[config.mk]
export PLATFORM = sky130hd
export DESIGN_NAME = sdrc_req_split
export DESIGN_NICKNAME = d
export VERILOG_FILES = /design/src/rtl/sdrc_split_pkg.sv /design/src/rtl/sdrc_chunk_calc.sv /design/src/rtl/sdrc_req_split.sv
export SDC_FILE = /design/constraint.sdc
export NUM_CORES = 1
export LEC_CHECK = 0
export CORE_ASPECT_RATIO = 1.75
export CORE_MARGIN = 5
export CORE_UTILIZATION = 48
export DETAILED_ROUTE_END_ITERATION = 12
export PLACE_DENSITY = 0.89
export SLEW_MARGIN = 10
export SYNTH_ARGS = -nofsm -noshare
export SYNTH_HDL_FRONTEND = slang
export SYNTH_SLANG_ARGS = --single-unit
[constraint.sdc]
create_clock -name sdram_clk -period 4.8 [get_ports sdram_clk]
set_clock_uncertainty 0.15 [all_clocks]
set_input_delay 0.96 -clock sdram_clk [delete_from_list [all_inputs] [get_ports sdram_clk]]
set_output_delay 0.96 -clock sdram_clk [all_outputs]
set_load 0.005 [all_outputs]
[src/rtl/sdrc_split_pkg.sv]
// Shared types and constants for the SDRAM request splitter.
// Optional per-chunk cap is enabled by defining SDRC_SPLIT_CAP_EN.
package sdrc_split_pkg;

  typedef enum logic {
    IDLE  = 1'b0,
    ISSUE = 1'b1
  } state_e;

  localparam logic [1:0] COLBITS_8  = 2'b00;
  localparam logic [1:0] COLBITS_9  = 2'b01;
  localparam logic [1:0] COLBITS_10 = 2'b10;
  localparam logic [1:0] COLBITS_11 = 2'b11;

  // Wide enough to hold a full 2048-word page size.
  localparam int PAGE_REM_W = 12;

  function automatic logic [PAGE_REM_W-1:0] page_size(input logic [1:0] colbits);
    logic [PAGE_REM_W-1:0] sz;
    sz = '0;
    unique case (colbits)
      COLBITS_8:  sz = 12'd256;
      COLBITS_9:  sz = 12'd512;
      COLBITS_10: sz = 12'd1024;
      COLBITS_11: sz = 12'd2048;
      default:    sz = 12'd256;
    endcase
    return sz;
  endfunction

endpackage

[src/rtl/sdrc_chunk_calc.sv]
// Combinational chunk sizer: min(remaining length, words left in page[, cap]).
// Cap applies only when SDRC_SPLIT_CAP_EN is defined.
module sdrc_chunk_calc
  import sdrc_split_pkg::*;
#(
  parameter int BL        = 9,
  parameter int MAX_CHUNK = 8
) (
  input  logic [PAGE_REM_W-2:0] addr,
  input  logic [BL-1:0]         rem_len,
  input  logic [1:0]            cfg_colbits,
  output logic [BL-1:0]         chunk
);

  logic [PAGE_REM_W-1:0] psize;
  logic [PAGE_REM_W-1:0] page_off;
  logic [PAGE_REM_W-1:0] page_rem;
  logic [PAGE_REM_W-1:0] len_ext;
  logic [PAGE_REM_W-1:0] min_len;

  always_comb begin
    psize    = page_size(cfg_colbits);
    // Only the low 11 address bits can fall inside the largest page.
    page_off = {1'b0, addr} & (psize - 12'd1);
    page_rem = psize - page_off;
    len_ext  = PAGE_REM_W'(rem_len);
    min_len  = (len_ext < page_rem) ? len_ext : page_rem;
`ifdef SDRC_SPLIT_CAP_EN
    if (min_len > PAGE_REM_W'(MAX_CHUNK)) min_len = PAGE_REM_W'(MAX_CHUNK);
`endif
    chunk = min_len[BL-1:0];
  end

endmodule

[src/rtl/sdrc_req_split.sv]
// Splits one SDRAM command into page-aligned sub-requests issued by req/ack.
// SDRC_SPLIT_CAP_EN additionally limits each sub-request to MAX_CHUNK words.
module sdrc_req_split
  import sdrc_split_pkg::*;
#(
  parameter int APP_AW    = 30,
  parameter int BL        = 9,
  parameter int MAX_CHUNK = 8
) (
  input  logic              sdram_clk,
  input  logic              sdram_resetn,
  input  logic [1:0]        cfg_colbits,
  input  logic              req,
  input  logic [APP_AW-1:0] req_addr,
  input  logic [BL-1:0]     req_len,
  input  logic              req_wr_n,
  output logic              req_ack,
  output logic              split_req,
  output logic [APP_AW-1:0] split_addr,
  output logic [BL-1:0]     split_len,
  output logic              split_wr_n,
  output logic              split_last,
  input  logic              split_ack,
  output logic              busy
);

  state_e            state_q, state_d;
  logic [APP_AW-1:0] addr_q, addr_d;
  logic [BL-1:0]     rem_q, rem_d;
  logic [BL-1:0]     len_q, len_d;
  logic              wr_n_q, wr_n_d;
  logic              last_q, last_d;
  logic              sreq_q, sreq_d;
  logic              busy_q, busy_d;

  logic [APP_AW-1:0] next_addr;
  logic [BL-1:0]     next_rem;
  logic [APP_AW-1:0] calc_addr;
  logic [BL-1:0]     calc_len;
  logic [BL-1:0]     chunk;

  // One sizer serves both the first chunk (from the command) and follow-ons.
  assign next_addr = addr_q + APP_AW'(len_q);
  assign next_rem  = rem_q - len_q;
  assign calc_addr = (state_q == IDLE) ? req_addr : next_addr;
  assign calc_len  = (state_q == IDLE) ? req_len  : next_rem;

  sdrc_chunk_calc #(
    .BL        (BL),
    .MAX_CHUNK (MAX_CHUNK)
  ) u_chunk (
    .addr        (calc_addr[PAGE_REM_W-2:0]),
    .rem_len     (calc_len),
    .cfg_colbits (cfg_colbits),
    .chunk       (chunk)
  );

  assign req_ack = req && (state_q == IDLE);

  always_comb begin
    state_d = state_q;
    addr_d  = addr_q;
    rem_d   = rem_q;
    len_d   = len_q;
    wr_n_d  = wr_n_q;
    last_d  = last_q;
    sreq_d  = sreq_q;
    busy_d  = busy_q;
    unique case (state_q)
      IDLE: begin
        // Zero-length commands are popped and dropped without issuing.
        if (req && (req_len != '0)) begin
          state_d = ISSUE;
          addr_d  = req_addr;
          rem_d   = req_len;
          len_d   = chunk;
          wr_n_d  = req_wr_n;
          last_d  = (chunk == req_len);
          sreq_d  = 1'b1;
          busy_d  = 1'b1;
        end
      end
      ISSUE: begin
        if (split_ack) begin
          if (last_q) begin
            state_d = IDLE;
            sreq_d  = 1'b0;
            last_d  = 1'b0;
            busy_d  = 1'b0;
          end else begin
            addr_d = next_addr;
            rem_d  = next_rem;
            len_d  = chunk;
            last_d = (chunk == next_rem);
          end
        end
      end
      default: state_d = IDLE;
    endcase
  end

  always_ff @(posedge sdram_clk or negedge sdram_resetn) begin
    if (!sdram_resetn) begin
      state_q <= IDLE;
      addr_q  <= '0;
      rem_q   <= '0;
      len_q   <= '0;
      wr_n_q  <= 1'b0;
      last_q  <= 1'b0;
      sreq_q  <= 1'b0;
      busy_q  <= 1'b0;
    end else begin
      state_q <= state_d;
      addr_q  <= addr_d;
      rem_q   <= rem_d;
      len_q   <= len_d;
      wr_n_q  <= wr_n_d;
      last_q  <= last_d;
      sreq_q  <= sreq_d;
      busy_q  <= busy_d;
    end
  end

  assign split_req  = sreq_q;
  assign split_addr = addr_q;
  assign split_len  = len_q;
  assign split_wr_n = wr_n_q;
  assign split_last = last_q;
  assign busy       = busy_q;

endmodule

# [Word-level counts from Yosys, hierarchy flattened]
# Index checks and enable logic that the tools add are counted.
[totals] register_bits=52 out_inout_bits=44 wordCells=59
[classes] mux=28 n_reduce_logical=8 n_eq_ne=9 add_sub_neg=4 bitwise_logic=2 n_lt_le_gt_ge=1
[op_table] cell="30-bit two-way mux" n=3
[op_table] cell="9-bit two-way mux" n=8
[op_table] cell="30-bit case mux with 2 select lines" n=1
[op_table] cell="12-bit case mux with 4 select lines" n=1
[op_table] cell="9-bit case mux with 2 select lines" n=2
[op_table] cell="30-bit by 9-bit adder with 30-bit output" n=1
[op_table] cell="9-bit equality test" n=2
[op_table] cell="11-bit by 12-bit AND with 12-bit output" n=1
[op_table] cell="9-bit by 12-bit < comparator with 1-bit output" n=1
[op_table] cell="12-bit by 1-bit subtractor with 12-bit output, second input constant" n=1
[op_table] cell="12-bit subtractor" n=1
[op_table] cell="11-bit two-way mux" n=1
[op_table] cell="1-bit two-way mux" n=9
[op_table] cell="9-bit nonzero test" n=1
[op_table] cell="9-bit subtractor" n=1
[op_table] cell="1-bit case mux with 2 select lines" n=3
[op_table] cell="3-bit AND reduction" n=2
[op_table] cell="2-bit equality test, second input constant" n=2
[op_table] cell="2-bit by 1-bit inequality test with 1-bit output, second input constant" n=2
[op_table] cell="2-bit inequality test, second input constant" n=2
[op_table] cell="2-bit AND reduction" n=2
[op_table] cell="2-bit by 1-bit equality test with 1-bit output, second input constant" n=1
[op_table] cell="1-bit logical AND" n=2
[op_table] cell="2-bit zero test" n=1
[op_table] cell="1-bit NOT" n=1

# [Logic depth before layout (Yosys ltp)]
[logic_depth] ltp_word=11 depth_mapped=22 ltp_nobuf=22

# [By module]
# Synthesis repeated with hierarchy kept, for this count alone.
[hier_totals] cells_unflattened=510 hier_area_um2=4430.5
[by_module_without_submodules] mod="sdrc_req_split" seq_area_each_um2=1301.2 area_per_inst_um2=3926.3 instances=1 cells_each=448
[by_module_without_submodules] mod="sdrc_chunk_calc" seq_area_each_um2=0.0 area_per_inst_um2=504.2 instances=1 cells_each=62

# [Worst setup path before layout]
# OpenSTA, ideal clock, no wires.
[synth_timing] kind="reg-to-reg" startpoint="register len_q[0] (netlist: split_len[0])" endpoint="register last_q (netlist: split_last)" n_path_buf=0 arrival_time_ns=4.450 stages_incl_launch_ff=20 t_required_ns=4.586 setup_ns=0.064 setup_slack_ns=0.135 cell_sequence="dfrtp_1 ha_1 fa_1 a211oi_2 nor3_1 or3_1 a31oi_2 nor2b_1 xnor2_2 ha_1 nand4_1 nor2_1 a21oi_1 a32oi_1 o311a_1 nand2_2 a2111oi_4 o221ai_1 nor4b_2 a211o_1"
[synth_between] elab_chain_len=10
[synth_rtl] element="start: declaration" line="sdrc_req_split.sv:30" source="logic [BL-1:0] len_q, len_d;"
[synth_rtl] element="start signal: assignment" line="sdrc_req_split.sv:116" source="len_q <= len_d;"
[synth_rtl] element="30-bit by 9-bit adder with 30-bit output" line="sdrc_req_split.sv:43" source="assign next_addr = addr_q + APP_AW'(len_q);"
[synth_rtl] element="11-bit two-way mux" line="sdrc_req_split.sv:45" source="assign calc_addr = (state_q == IDLE) ? req_addr : next_addr;"
[synth_rtl] element="11-bit by 12-bit AND with 12-bit output" line="sdrc_chunk_calc.sv:24" source="page_off = {1'b0, addr} & (psize - 12'd1);"
[synth_rtl] element="12-bit subtractor" line="sdrc_chunk_calc.sv:25" source="page_rem = psize - page_off;"
[synth_rtl] element="9-bit by 12-bit < comparator with 1-bit output" line="sdrc_chunk_calc.sv:27" source="min_len = (len_ext < page_rem) ? len_ext : page_rem;"
[synth_rtl] element="9-bit two-way mux" line="sdrc_chunk_calc.sv:27"
[synth_rtl] element="9-bit equality test" line="sdrc_req_split.sv:94" source="last_d = (chunk == next_rem);"
[synth_rtl] element="1-bit two-way mux" line="sdrc_req_split.sv:85" source="if (last_q) begin"
[synth_rtl] element="1-bit two-way mux" line="sdrc_req_split.sv:84" source="if (split_ack) begin"
[synth_rtl] element="1-bit case mux with 2 select lines *" line="sdrc_req_split.sv:69" source="unique case (state_q)"
[synth_rtl] element="end signal: assignment" line="sdrc_req_split.sv:118" source="last_q <= last_d;"
[synth_rtl] element="end: declaration" line="sdrc_req_split.sv:32" source="logic last_q, last_d;"
# Every way passes the cells marked *; elsewhere a longest branch is shown, timed or not. The select of a mux whose other input is x is not followed.
# A chain may end at the register's enable or synchronous reset.

# [Worst setup path after layout]
[layout_timing] startpoint="register len_q[0] (netlist: split_len[0])" endpoint="register last_q (netlist: split_last)"
[layout_rtl] element="9-bit subtractor *" line="sdrc_req_split.sv:44" source="assign next_rem = rem_q - len_q;"
[layout_rtl] element="9-bit two-way mux *" line="sdrc_req_split.sv:46" source="assign calc_len = (state_q == IDLE) ? req_len : next_rem;"
[layout_rtl] element="named net calc_len[8]" line="sdrc_req_split.sv:39" source="logic [BL-1:0] calc_len;"
[layout_rtl] element="9-bit by 12-bit < comparator with 1-bit output" line="sdrc_chunk_calc.sv:27"
[layout_rtl] element="9-bit two-way mux *" line="sdrc_chunk_calc.sv:27"
[layout_rtl] element="9-bit equality test" line="sdrc_req_split.sv:94"
[layout_rtl] element="1-bit two-way mux" line="sdrc_req_split.sv:85"
[layout_rtl] element="1-bit two-way mux" line="sdrc_req_split.sv:84"
[layout_rtl] element="1-bit case mux with 2 select lines *" line="sdrc_req_split.sv:69"
# The timed path passes the listed nets; every way through them passes the cells marked *. The select of a mux whose other input is x is not followed.

==> flow_summary.json <==
{
  "status": "finished clean",
  "grt_pass1_wl_um": 24150,
  "synth_edf_count": 0,
  "hold_buffers": 0,
  "gp_congestion": 1.001,
  "async_flop_share_pct": 100.0,
  "fin_crit_sh_pct": 99.67,
  "drtIter0Drc": 293,
  "slew_violations": 0,
  "io_buffers": 89,
  "cp_slowest_cell": "dfrtp_2",
  "setup_violations": 0,
  "grt_usage_pct": 26.52,
  "synthFlopType": "dfrtp_1",
  "syn-cell-area_um2": 4458,
  "drt_first_pass_iters": 5,
  "wl_per_cell_um": 19.35,
  "coreArea_um2": 9094,
  "critPathKind": "reg -> reg",
  "arrival_ns": 4.82,
  "crit_path_start_kind": "flop",
  "multiInputGateArea_um2": 3211,
  "yosysWarningCount": 0,
  "cts_sinks": 52,
  "diodes": 0,
  "busiest_layer": "met2",
  "crit_path_end_kind": "flop",
  "clk_pin_slew_worst_paths_ns": 0.08,
  "gr-usage-met2_pct": 49.60,
  "antenna_found_initial": 0,
  "grt_pass1_vias": 4764,
  "crit_required_ns": 4.84,
  "dieArea_um2": 11390,
  "critPathMaxFanout": 7,
  "syn_nets": 609,
  "hold_path.class": "reg -> reg",
  "path_cells": "ha_2 -> inv_1 -> fa_2 -> a21o_1 -> a21oi_4 -> o21ai_2 -> o41ai_2 -> xnor2_1 -> mux2i_1 -> inv_1 -> ha_4 -> nand4_1 -> nor2_2 -> a21oi_2 -> a32oi_2 -> buf_4 -> o311ai_4 -> nor2_4 -> mux2i_4 -> xnor2_1 -> nor3_1 -> a211o_1",
  "hold_ws_ns": 0.3308,
  "drtAntennaViolNets": 0,
  "grt_start_max_net_pins": 52,
  "tightest_slew_ns": 0.7145,
  "final-seq-area_um2": 1305,
  "nFillCells": 705,
  "use_met1_pct": 27.96,
  "rows": 46,
  "rsz0062_at_grt": "yes",
  "fmax_mhz": 209.0,
  "critical_path.max_stage_delay_ns": 0.44,
  "relSlewSlack_pct": 52.00,
  "htree_num_levels": 2,
  "io_pins": 90,
  "viasPerCell": 5.979,
  "cts_buffer_depth": 2,
  "drive_above_1_share_pct": 22.50,
  "die_w_um": 82.85,
  "area_growth_pct": 42.77,
  "yosysSeqAreaShare_pct": 29.19,
  "dp_hpwl_um": 11430,
  "clock_latency_ns": 0.31,
  "maxCapViolCount": 0,
  "cts_root_buffer": "clkbuf_16",
  "gr-total-overflow": 0,
  "syn_inst": 535,
  "dieHeight_um": 137.5,
  "fin_nets": 753,
  "ys_types": 72,
  "avgSynthCellArea_um2": 8.333,
  "cts_tree": "yes",
  "synth-seq-cells": 52,
  "vias": 4783,
  "use_met3_pct": 4.129,
  "hold_viol": 0,
  "routed_wl_um": 15480,
  "numCtsBuffers": 5,
  "min_period_ns": 4.784,
  "initial_core_util_pct": 49.02,
  "drc_errors": 0
}
## per-layer routing
layer  share of wire, %  up-vias  routed length (um)
met5                  0        -                   0
met4                6.4        0                 994
met3                4.6       59                 712
met1                 37     2276                5688
li1                   -     2246                   -
met2                 52      202                8080
## kinds of logic after synthesis
kind of cell	Yosys count	synth area share [%]
xor gates and xnor gates	23	4.687
adders and majority gates	28	8.195
buffers and inverters	50	4.771
muxes	26	6.146
and+or+nand+nor	198	22.57
AOI/OAI and AO/OA	158	24.45
DFF	52	29.19
## flip-flops by register name (all words and copies together), names as in the netlist
register    flops
state_q         1
rem_q           9
split_last      1
split_addr     30
split_len       9
split_wr_n      1
busy            1
## worst paths after layout
| check | from | to | slack (ns) | depth (start not counted) |
|---|---|---|---|---|
| setup / recovery | split_len[0] | split_last | 0.02 | 22 |
| hold / removal | rem_q[5] | rem_q[5] | 0.33 | 2 |
| setup reg to reg | split_len[0] | split_last | 0.02 | 22 |
| hold reg to reg | rem_q[5] | rem_q[5] | 0.33 | 2 |
| max in group asynchronous | sdram_resetn | rem_q[5] | 3.13 | 2 |
| min in group asynchronous | sdram_resetn | split_addr[0] | 0.54 | 1 |
## cell usage after synthesis (all sizes together), types with 11 or more instances
library cell	number	area (um^2)
nand3	27	140.1
xnor2	20	182.7
ha	26	325.3
dfrtp	52	1301
nor3	14	70.07
o21ai	45	229.0
o22ai	24	150.1
inv	27	101.4
nand2	82	310.3
mux2i	18	180.2
a21oi	38	190.2
nor2	20	82.58
clkbuf	15	56.30
and3	11	68.82
## what timing repair did
action	in CTS	in global routing
buffers inserted	7	14
hold endpoints to repair	0	0
gates resized for setup	14	42
endpoints found under the setup margin	1	7
pin swaps	6	29
## metrics by stage
| stage | setup WS (ns) | setup TNS, ns | util (%) | instances | cell area [um^2] |
|---|---|---|---|---|---|
| floorplan | 0.1353 | 0 | - | 535 | 4458 |
| global placement | -0.05372 | -0.05372 | 63.47 | 771 | 5772 |
| detailed placement | -0.2081 | -0.2081 | 63.47 | 771 | 5772 |
| CTS | 0.002531 | 0 | 66.48 | 786 | 6046 |
| global route | -0.1718 | -0.2306 | 69.99 | 800 | 6365 |
| finish | 0.01561 | 0 | 69.99 | 800 | 6365 |
## final cells by class
| type | count | share of cell area (%) |
|---|---|---|
| Timing Repair Buffer | 160 | 22.41 |
| Multi-Input combinational cell | 433 | 50.44 |
| Tap cell | 120 | 2.359 |
| Clock buffer | 5 | 1.966 |
| Inverter | 27 | 1.592 |
| Clock inverter | 3 | 0.7273 |
| Sequential cell | 52 | 20.50 |
## cells in the final DEF (no fill, tap or decap), types with 4 or more instances in the layout
master           count
a21oi_2              5
clkbuf_16            5
xnor2_2              4
clkdlybuf4s50_1     88
or3_1                7
o21ai_0             37
o22ai_1             24
mux2i_1             13
nor2b_1              7
a21oi_1             32
nand2_1             81
xnor2_1             16
ha_1                22
nand4_1              5
and3_1              10
nor3_1              12
inv_1               27
o21ai_1              5
nor2_1              18
mux2_2               6
buf_4               69
dfrtp_1             49
a21o_1               8
nand3_1             26
## critical path, delay by kind of cell, from the launching register on
family	cells	cell delay, ns
fa+ha+maj	3	0.88
buf+inv	3	0.32
mux	2	0.51
simple gates	4	0.57
compound gates	8	1.48
flops	1	0.44
xor+xnor	2	0.30
Power is left out: the tool's default activity adds up to more than one toggle a clock period on the data nets, which glitch-free logic cannot reach.
